$ cat src/rtl/mips32_pipe_core_if.sv
// Memory bus bundle for mips32_pipe_core: instruction fetch and data port.
// master = core side (drives addresses/store), slave = memory side.
interface mips32_pipe_core_if #(
  parameter int DATA_W  = 32,
  parameter int IADDR_W = 10,
  parameter int DADDR_W = 10
);
  logic [IADDR_W-1:0] imem_addr;
  logic [31:0]        imem_rdata;
  logic [DADDR_W-1:0] dmem_addr;
  logic [DATA_W-1:0]  dmem_wdata;
  logic               dmem_we;
  logic [DATA_W-1:0]  dmem_rdata;

  modport master (
    output imem_addr,
    input  imem_rdata,
    output dmem_addr,
    output dmem_wdata,
    output dmem_we,
    input  dmem_rdata
  );

  modport slave (
    input  imem_addr,
    output imem_rdata,
    input  dmem_addr,
    input  dmem_wdata,
    input  dmem_we,
    output dmem_rdata
  );
endinterface

$ cat src/rtl/mips32_pipe_core.sv
// Five-stage in-order MIPS32-subset core (IF ID EX MEM WB), single clock.
// Ports: clk, rst (sync, high), bus (imem/dmem), halted, retire, dbg_raddr/dbg_rdata.
module mips32_pipe_core #(
  parameter int DATA_W   = 32,
  parameter int IADDR_W  = 10,
  parameter int DADDR_W  = 10,
  parameter int RESET_PC = 0
) (
  input  logic                 clk,
  input  logic                 rst,
  mips32_pipe_core_if.master   bus,
  output logic                 halted,
  output logic                 retire,
  input  logic [4:0]           dbg_raddr,
  output logic [DATA_W-1:0]    dbg_rdata
);

  localparam logic [5:0] OP_ADD   = 6'b000000;
  localparam logic [5:0] OP_SUB   = 6'b000001;
  localparam logic [5:0] OP_AND   = 6'b000010;
  localparam logic [5:0] OP_OR    = 6'b000011;
  localparam logic [5:0] OP_SLT   = 6'b000100;
  localparam logic [5:0] OP_MUL   = 6'b000101;
  localparam logic [5:0] OP_ADDI  = 6'b001010;
  localparam logic [5:0] OP_SUBI  = 6'b001011;
  localparam logic [5:0] OP_SLTI  = 6'b001100;
  localparam logic [5:0] OP_LW    = 6'b001000;
  localparam logic [5:0] OP_SW    = 6'b001001;
  localparam logic [5:0] OP_BEQZ  = 6'b001110;
  localparam logic [5:0] OP_BNEQZ = 6'b001101;

  typedef enum logic [2:0] {
    ALU_ADD, ALU_SUB, ALU_AND, ALU_OR, ALU_SLT, ALU_MUL
  } alu_op_e;

  typedef struct packed {
    logic               v;
    logic [IADDR_W-1:0] pc;
    logic [31:0]        ir;
  } if_id_t;

  typedef struct packed {
    logic               v;
    logic [IADDR_W-1:0] pc;
    alu_op_e            op;
    logic [DATA_W-1:0]  a;
    logic [DATA_W-1:0]  b;
    logic [DATA_W-1:0]  imm;
    logic [4:0]         rs;
    logic [4:0]         rt;
    logic [4:0]         dst;
    logic               use_imm;
    logic               wen;
    logic               lw;
    logic               sw;
    logic               beqz;
    logic               bneqz;
    logic               hlt;
  } id_ex_t;

  typedef struct packed {
    logic              v;
    logic [DATA_W-1:0] alu;
    logic [DATA_W-1:0] sd;
    logic [4:0]        dst;
    logic              wen;
    logic              lw;
    logic              sw;
    logic              hlt;
  } ex_mem_t;

  typedef struct packed {
    logic              v;
    logic [DATA_W-1:0] res;
    logic [4:0]        dst;
    logic              wen;
    logic              hlt;
  } mem_wb_t;

  logic [IADDR_W-1:0] pc;
  if_id_t             ifid;
  id_ex_t             idex, id_nxt;
  ex_mem_t            exmem, ex_nxt;
  mem_wb_t            memwb, mem_nxt;
  logic               halted_q;
  logic [DATA_W-1:0]  rf [32];

  logic               wb_we;
  logic [DATA_W-1:0]  rd_a, rd_b;
  logic               uses_rs, uses_rt;
  logic               load_use, hlt_pend, br_taken;
  logic [IADDR_W-1:0] br_tgt;
  logic [DATA_W-1:0]  fa, fb, opb;

  assign wb_we = memwb.v & memwb.wen & (memwb.dst != 5'd0);

  // ID read port, write-first against the WB write
  always_comb begin
    rd_a = rf[ifid.ir[25:21]];
    rd_b = rf[ifid.ir[20:16]];
    if (wb_we && memwb.dst == ifid.ir[25:21]) rd_a = memwb.res;
    if (wb_we && memwb.dst == ifid.ir[20:16]) rd_b = memwb.res;
    if (ifid.ir[25:21] == 5'd0) rd_a = '0;
    if (ifid.ir[20:16] == 5'd0) rd_b = '0;
  end

  always_comb begin
    logic [5:0] opc;
    logic       rr, rm;
    opc        = ifid.ir[31:26];
    rr         = 1'b0;
    rm         = 1'b0;
    uses_rs    = 1'b1;
    uses_rt    = 1'b0;
    id_nxt     = '0;
    id_nxt.v   = ifid.v;
    id_nxt.pc  = ifid.pc;
    id_nxt.op  = ALU_ADD;
    id_nxt.a   = rd_a;
    id_nxt.b   = rd_b;
    id_nxt.imm = DATA_W'($signed(ifid.ir[15:0]));
    id_nxt.rs  = ifid.ir[25:21];
    id_nxt.rt  = ifid.ir[20:16];
    unique case (1'b1)
      (opc == OP_ADD):   begin id_nxt.op = ALU_ADD; rr = 1'b1; end
      (opc == OP_SUB):   begin id_nxt.op = ALU_SUB; rr = 1'b1; end
      (opc == OP_AND):   begin id_nxt.op = ALU_AND; rr = 1'b1; end
      (opc == OP_OR):    begin id_nxt.op = ALU_OR;  rr = 1'b1; end
      (opc == OP_SLT):   begin id_nxt.op = ALU_SLT; rr = 1'b1; end
      (opc == OP_MUL):   begin id_nxt.op = ALU_MUL; rr = 1'b1; end
      (opc == OP_ADDI):  begin id_nxt.op = ALU_ADD; rm = 1'b1; end
      (opc == OP_SUBI):  begin id_nxt.op = ALU_SUB; rm = 1'b1; end
      (opc == OP_SLTI):  begin id_nxt.op = ALU_SLT; rm = 1'b1; end
      (opc == OP_LW):    begin id_nxt.lw = 1'b1;    rm = 1'b1; end
      (opc == OP_SW): begin
        id_nxt.sw      = 1'b1;
        id_nxt.use_imm = 1'b1;
        uses_rt        = 1'b1;
      end
      (opc == OP_BEQZ):  id_nxt.beqz  = 1'b1;
      (opc == OP_BNEQZ): id_nxt.bneqz = 1'b1;
      default: begin
        id_nxt.hlt = 1'b1;
        uses_rs    = 1'b0;
      end
    endcase
    if (rr) begin
      id_nxt.wen = 1'b1;
      id_nxt.dst = ifid.ir[15:11];
      uses_rt    = 1'b1;
    end
    if (rm) begin
      id_nxt.wen     = 1'b1;
      id_nxt.dst     = ifid.ir[20:16];
      id_nxt.use_imm = 1'b1;
    end
  end

  assign load_use = idex.v & idex.lw & (idex.dst != 5'd0) & ifid.v &
                    ((uses_rs & (id_nxt.rs == idex.dst)) |
                     (uses_rt & (id_nxt.rt == idex.dst)));

  assign hlt_pend = (ifid.v & id_nxt.hlt) | (idex.v & idex.hlt) |
                    (exmem.v & exmem.hlt) | (memwb.v & memwb.hlt);

  // EX: forwarding (EX/MEM first, loads only from MEM/WB), ALU, branch
  always_comb begin
    logic fwd_ok_em, fwd_ok_mw;
    fwd_ok_em = exmem.v & exmem.wen & ~exmem.lw & (exmem.dst != 5'd0);
    fwd_ok_mw = wb_we;
    fa = idex.a;
    fb = idex.b;
    if (fwd_ok_em && exmem.dst == idex.rs)      fa = exmem.alu;
    else if (fwd_ok_mw && memwb.dst == idex.rs) fa = memwb.res;
    if (fwd_ok_em && exmem.dst == idex.rt)      fb = exmem.alu;
    else if (fwd_ok_mw && memwb.dst == idex.rt) fb = memwb.res;
    opb = idex.use_imm ? idex.imm : fb;

    ex_nxt     = '0;
    ex_nxt.v   = idex.v;
    ex_nxt.sd  = fb;
    ex_nxt.dst = idex.dst;
    ex_nxt.wen = idex.wen;
    ex_nxt.lw  = idex.lw;
    ex_nxt.sw  = idex.sw;
    ex_nxt.hlt = idex.hlt;
    unique case (idex.op)
      ALU_SUB: ex_nxt.alu = fa - opb;
      ALU_AND: ex_nxt.alu = fa & opb;
      ALU_OR:  ex_nxt.alu = fa | opb;
      ALU_SLT: ex_nxt.alu = DATA_W'(fa < opb);
      ALU_MUL: ex_nxt.alu = fa * opb;
      default: ex_nxt.alu = fa + opb;
    endcase

    br_taken = idex.v & ((idex.beqz  & (fa == '0)) |
                         (idex.bneqz & (fa != '0)));
    br_tgt   = idex.pc + IADDR_W'(1) + idex.imm[IADDR_W-1:0];
  end

  always_comb begin
    mem_nxt     = '0;
    mem_nxt.v   = exmem.v;
    mem_nxt.res = exmem.lw ? bus.dmem_rdata : exmem.alu;
    mem_nxt.dst = exmem.dst;
    mem_nxt.wen = exmem.wen;
    mem_nxt.hlt = exmem.hlt;
  end

  always_ff @(posedge clk) begin
    if (rst) begin
      pc       <= IADDR_W'(RESET_PC);
      ifid     <= '0;
      idex     <= '0;
      exmem    <= '0;
      memwb    <= '0;
      halted_q <= 1'b0;
      for (int i = 0; i < 32; i++) rf[i] <= '0;
    end else if (!halted_q) begin
      if (memwb.v && memwb.hlt) halted_q <= 1'b1;
      if (wb_we) rf[memwb.dst] <= memwb.res;

      if (br_taken) begin
        pc   <= br_tgt;
        ifid <= '0;
        idex <= '0;
      end else if (load_use) begin
        idex <= '0;
      end else begin
        if (!hlt_pend) pc <= pc + IADDR_W'(1);
        ifid.v  <= ~hlt_pend;
        ifid.pc <= pc;
        ifid.ir <= bus.imem_rdata;
        idex    <= id_nxt;
      end

      exmem <= ex_nxt;
      memwb <= mem_nxt;
    end
  end

  assign bus.imem_addr  = pc;
  assign bus.dmem_addr  = exmem.alu[DADDR_W-1:0];
  assign bus.dmem_wdata = exmem.sd;
  assign bus.dmem_we    = exmem.v & exmem.sw & ~halted_q;

  assign halted    = halted_q | (memwb.v & memwb.hlt);
  assign retire    = memwb.v & ~halted_q;
  assign dbg_rdata = (dbg_raddr == 5'd0) ? '0 : rf[dbg_raddr];

endmodule

$ cat src/flat_wrapper.sv
// flat-port wrapper written by rule: the top's interface ports become plain ports
module mips32_pipe_core_flat 
#(
  parameter int DATA_W   = 32,
  parameter int IADDR_W  = 10,
  parameter int DADDR_W  = 10,
  parameter int RESET_PC = 0
)
  (clk, rst, halted, retire, dbg_raddr, dbg_rdata, bus_imem_addr, bus_imem_rdata, bus_dmem_addr, bus_dmem_wdata, bus_dmem_we, bus_dmem_rdata);
  mips32_pipe_core_if #(.DATA_W(DATA_W), .IADDR_W(IADDR_W), .DADDR_W(DADDR_W)) bus_i ();
  input  logic clk;
  input  logic rst;
  output logic halted;
  output logic retire;
  input  logic [4:0] dbg_raddr;
  output logic [DATA_W-1:0] dbg_rdata;
  output wire logic [$bits(bus_i.imem_addr)-1:0] bus_imem_addr;
  input wire logic [$bits(bus_i.imem_rdata)-1:0] bus_imem_rdata;
  output wire logic [$bits(bus_i.dmem_addr)-1:0] bus_dmem_addr;
  output wire logic [$bits(bus_i.dmem_wdata)-1:0] bus_dmem_wdata;
  output wire logic [$bits(bus_i.dmem_we)-1:0] bus_dmem_we;
  input wire logic [$bits(bus_i.dmem_rdata)-1:0] bus_dmem_rdata;
  assign bus_imem_addr = bus_i.imem_addr;
  assign bus_i.imem_rdata = bus_imem_rdata;
  assign bus_dmem_addr = bus_i.dmem_addr;
  assign bus_dmem_wdata = bus_i.dmem_wdata;
  assign bus_dmem_we = bus_i.dmem_we;
  assign bus_i.dmem_rdata = bus_dmem_rdata;
  mips32_pipe_core #(.DATA_W(DATA_W), .IADDR_W(IADDR_W), .DADDR_W(DADDR_W), .RESET_PC(RESET_PC)) u_core (.clk(clk), .rst(rst), .bus(bus_i), .halted(halted), .retire(retire), .dbg_raddr(dbg_raddr), .dbg_rdata(dbg_rdata));
endmodule
$ cat config.mk
export PLATFORM = sky130hd
export DESIGN_NAME = mips32_pipe_core_flat
export DESIGN_NICKNAME = d
export VERILOG_FILES = /design/src/rtl/mips32_pipe_core_if.sv /design/src/rtl/mips32_pipe_core.sv /design/src/flat_wrapper.sv
export SDC_FILE = /design/constraint.sdc
export NUM_CORES = 2
export LEC_CHECK = 0
export CORE_MARGIN = 4
export CORE_UTILIZATION = 40
export DETAILED_ROUTE_END_ITERATION = 8
export PLACE_DENSITY = 0.57
export SYNTH_ARGS = -nofsm -noshare
export SYNTH_HDL_FRONTEND = slang
export SYNTH_SLANG_ARGS = --single-unit
$ cat constraint.sdc
create_clock -name clk -period 10.2 [get_ports clk]
set_clock_uncertainty 0.15 [all_clocks]
set_input_delay 2.55 -clock clk [delete_from_list [all_inputs] [get_ports clk]]
set_output_delay 2.55 -clock clk [all_outputs]
set_load 0.005 [all_outputs]
==> flow_summary_export.csv <==
group,metric,value,unit
synth,yosys.cell_types.count,94,
critical_path,slowest_delay,0.54,ns
synth,synth_warnings,0,
critical_path,cp_top_family,"adder cells",
sta,period_share,96.1,%
clock_network,cts_tree,"yes",
sta,holdWs,0.312,ns
critical_path,worstPathRequired,10.77,ns
sta,rsz0062_at_grt,"false",
global_route,grt_max_degree,157,
floorplanning,die_area,0.247,mm2
drt,drtAntennaViolNets,0,
critical_path,start_kind,"flop",
cells_and_area,layout_commonest_cell,"edfxtp_1",
floorplanning,dieWidth,497,um
cells_and_area,num-fill-cells,21400,
synth,synth_edf_count,1024,
synth,ys.flop_type,"edfxtp_1",
outcome,status,"finished, final reports clean",
sta,hold_violations,0,
drt,wl_met3,48.1,mm
critical_path,reg2reg_depth,33,
place,gp_congestion,1.01,
global_route,grt_overflow,0,
sta,relSlewSlack,10.8,%
critical_path,cpMostUsedCell,"fa_1",
drt,viasPerCell,6.38,
sta,finalSetupViolCount,0,
floorplanning,core_region_area,0.238,mm2
synth,synthAdderAreaFrac,11.6,%
sta,layout_min_cycle_time,9.81,ns
place,dp_hpwl,264,mm
flow_run,cap_violations,0,
cells_and_area,area_growth,11.7,%
critical_path,r2r_slack,0.39,ns
clock_network,clk_pin_slew,0.06,ns
critical_path,worstSetupPathType,"flop to flop",
cells_and_area,final_nets,8541,
global_route,grt_pass1_vias,70000,
drt,wl_met1,149,mm
critical_path,cp_data_arrival_time,10.37,ns
synth,synthArstFlopShare,0,%
drt,wl_per_cell,35.4,um
drt,vias,71200,
critical_path,crit_slowest_cell,"fa_1",
synth,synth_compound_area_share,5.81,%
sta,tns,0,ns
sta,finalMaxSlewViolations,0,
cells_and_area,mostFrequentLayoutCells,"edfxtp_1 (1,024), and2_1 (995), mux4_2 (960), nor2_1 (815), inv_1 (472)",
synth,ys_ff_latch,1318,
power_and_ir_drop,peakVddDrop,0.000152,V
min_path,holdCritPathClass,"flop to flop",
clock_network,numCtsBuffers,151,
clock_network,clock_path_buffers,3,
min_path,holdCritStartpoint,"u_core.bus.dmem_wdata[13]$_SDFFE_PP0N_",
sta,max_freq,102,MHz
floorplanning,die_h,497,um
synth,synthCells,7838,
drt,finalWirelength,395,mm
clock_network,insertion_delay,0.83,ns
floorplanning,io_pins,158,
sta,tightest_slew,1.34,ns
clock_network,ctsHoldBuffers,0,
drt,top_layer,"met5",
synth,syn_area,0.0957,mm2
critical_path,path_buf_inv,8,
synth,synth_top_family_by_area,"multiplexers",
critical_path,r2r-start,"u_core.exmem[73]$_SDFFE_PP0N_",
cells_and_area,drive_gt1_share,21.9,%
drt,drtIter0Drc,11300,
power_and_ir_drop,power,15.8,mW
clock_network,cts_htree_levels,4,
min_path,hold_path_end,"u_core.bus.dmem_wdata[13]$_SDFFE_PP0N_",
synth,synthMuxAreaShare,24.8,%
global_route,grt_util_all_layers,31.4,%
synth,ys_seq_area_share,38.3,%
synth,synth.avg_cell_area,12.2,um2
synth,synthXorXnorAreaFrac,1.42,%
place,dp_slack,0.200,ns
critical_path,cp-end-kind,"flop",
critical_path,worstReg2RegEnd,"u_core.exmem[63]$_SDFFE_PP0N_",
floorplanning,initial_utilization,40.2,%
power_and_ir_drop,p_leak,40.4,nW
clock_network,cts_root_buf,"clkbuf_16",
place,portBuffers,157,
drt,drc,0,
sta,fin_ws,0.394,ns
global_route,antenna_found_initial,46,
critical_path,critical_path_peak_fanout,22,
synth,yosys.area_share.simple,13.0,%
global_route,grt_pass1_wl,552,mm
clock_network,clock_sinks,1318,
min_path,worstHoldPathCells,2,
power_and_ir_drop,powerDensity,148,mW/mm2
drt,wl_met2,175,mm
drt,drtPass1Iterations,8,
floorplanning,row_count,179,
## report_power, final
part | total (mW) | internal, mW | switching, mW
logic | 3.94 | 1.56 | 2.39
registers | 6.28 | 6.01 | 0.275
clock network | 5.61 | 3.19 | 2.41
## worst min-delay path, delay by kind of cell, from the launching register on
kind	cells	cell delay (ns)
compound gates	1	0.05
simple gates	1	0.06
flops	1	0.31
## final cells by class
class	instances	area [um2]	share of cell area, %
multi-input cells	5317	54700	51.1
flip-flops and latches	1318	36700	34.3
repair buffers	544	4690	4.39
clock buffers	203	4100	3.83
well taps	3167	3960	3.71
inverters	498	1890	1.77
clock inverters	70	843	0.789
diodes	40	100	0.0936
## per-stage QoR
step	std cells	util, %	area, um2
floorplan	7869	-	95900
global placement	10800	42.7	102000
detailed placement	10800	42.7	102000
CTS	11100	44.8	107000
global route	11100	44.9	107000
finish	11200	44.9	107000
## registers in the layout (all words and copies together), names as in the netlist, named ones only
register	flops
u_core.id_nxt	37
u_core.halted_q	1
u_core.bus.dmem_addr	10
u_core.rf	1024
u_core.ex_nxt	10
u_core.memwb	40
u_core.bus.dmem_wdata	32
u_core.ifid	6
u_core.bus.imem_addr	10
u_core.idex	106
u_core.exmem	32
## how the worst max path moves through the flow
stage	start	endpoint	slack, ns	depth (start not counted)
after global placement	u_core.exmem[4]$_SDFFE_PP0N_	u_core.exmem[63]$_SDFFE_PP0N_	0.25	35
after CTS	u_core.exmem[5]$_SDFFE_PP0N_	u_core.exmem[63]$_SDFFE_PP0N_	0.11	33
after global routing	u_core.exmem[5]$_SDFFE_PP0N_	u_core.exmem[72]$_SDFFE_PP0N_	0.02	37
final	u_core.exmem[73]$_SDFFE_PP0N_	u_core.exmem[63]$_SDFFE_PP0N_	0.39	33
after detailed placement	u_core.exmem[4]$_SDFFE_PP0N_	u_core.exmem[63]$_SDFFE_PP0N_	0.20	33
after floorplan	u_core.exmem[4]$_SDFFE_PP0N_	u_core.exmem[72]$_SDFFE_PP0N_	0.93	36
## cell usage after synthesis, drive strengths merged, types with 133 or more instances
library cell	instances	area share (%)
a21oi	292	1.6
dfxtp	294	6.1
clkbuf	539	2.1
mux2i	208	2.2
fa	411	8.6
buf	197	1.0
edfxtp	1024	32
nand2	386	1.5
and2	997	6.5
a22oi	133	1.0
mux4	960	23
inv	492	1.9
nor2	851	3.3
ha	229	3.0
o21ai	139	0.78
## what timing repair did
item,4_1_cts,5_1_grt
resized for setup,0,19
endpoints found under the hold margin,0,0
setup buffers,0,9
setup endpoints to repair,0,6
## cell families (layout without fill, tap and decap cells)
kind of cell,after synthesis,in the layout
flops,1318,1318
other cells,1,72
fa+ha+maj,640,640
xor+xnor,144,144
simple gates,2479,2479
buf+inv,1234,1315
mux,1172,1172
compound gates,850,850
## routing by layer
| metal | vias to the layer above | track usage, % |
|---|---|---|
| met5 | - | 0 |
| met4 | 16 | 16.3 |
| met3 | 1046 | 8.83 |
| met2 | 5157 | 47.2 |
| met1 | 36500 | 41.6 |
| li1 | 28400 | - |
(Power assumes the default switching activity.)
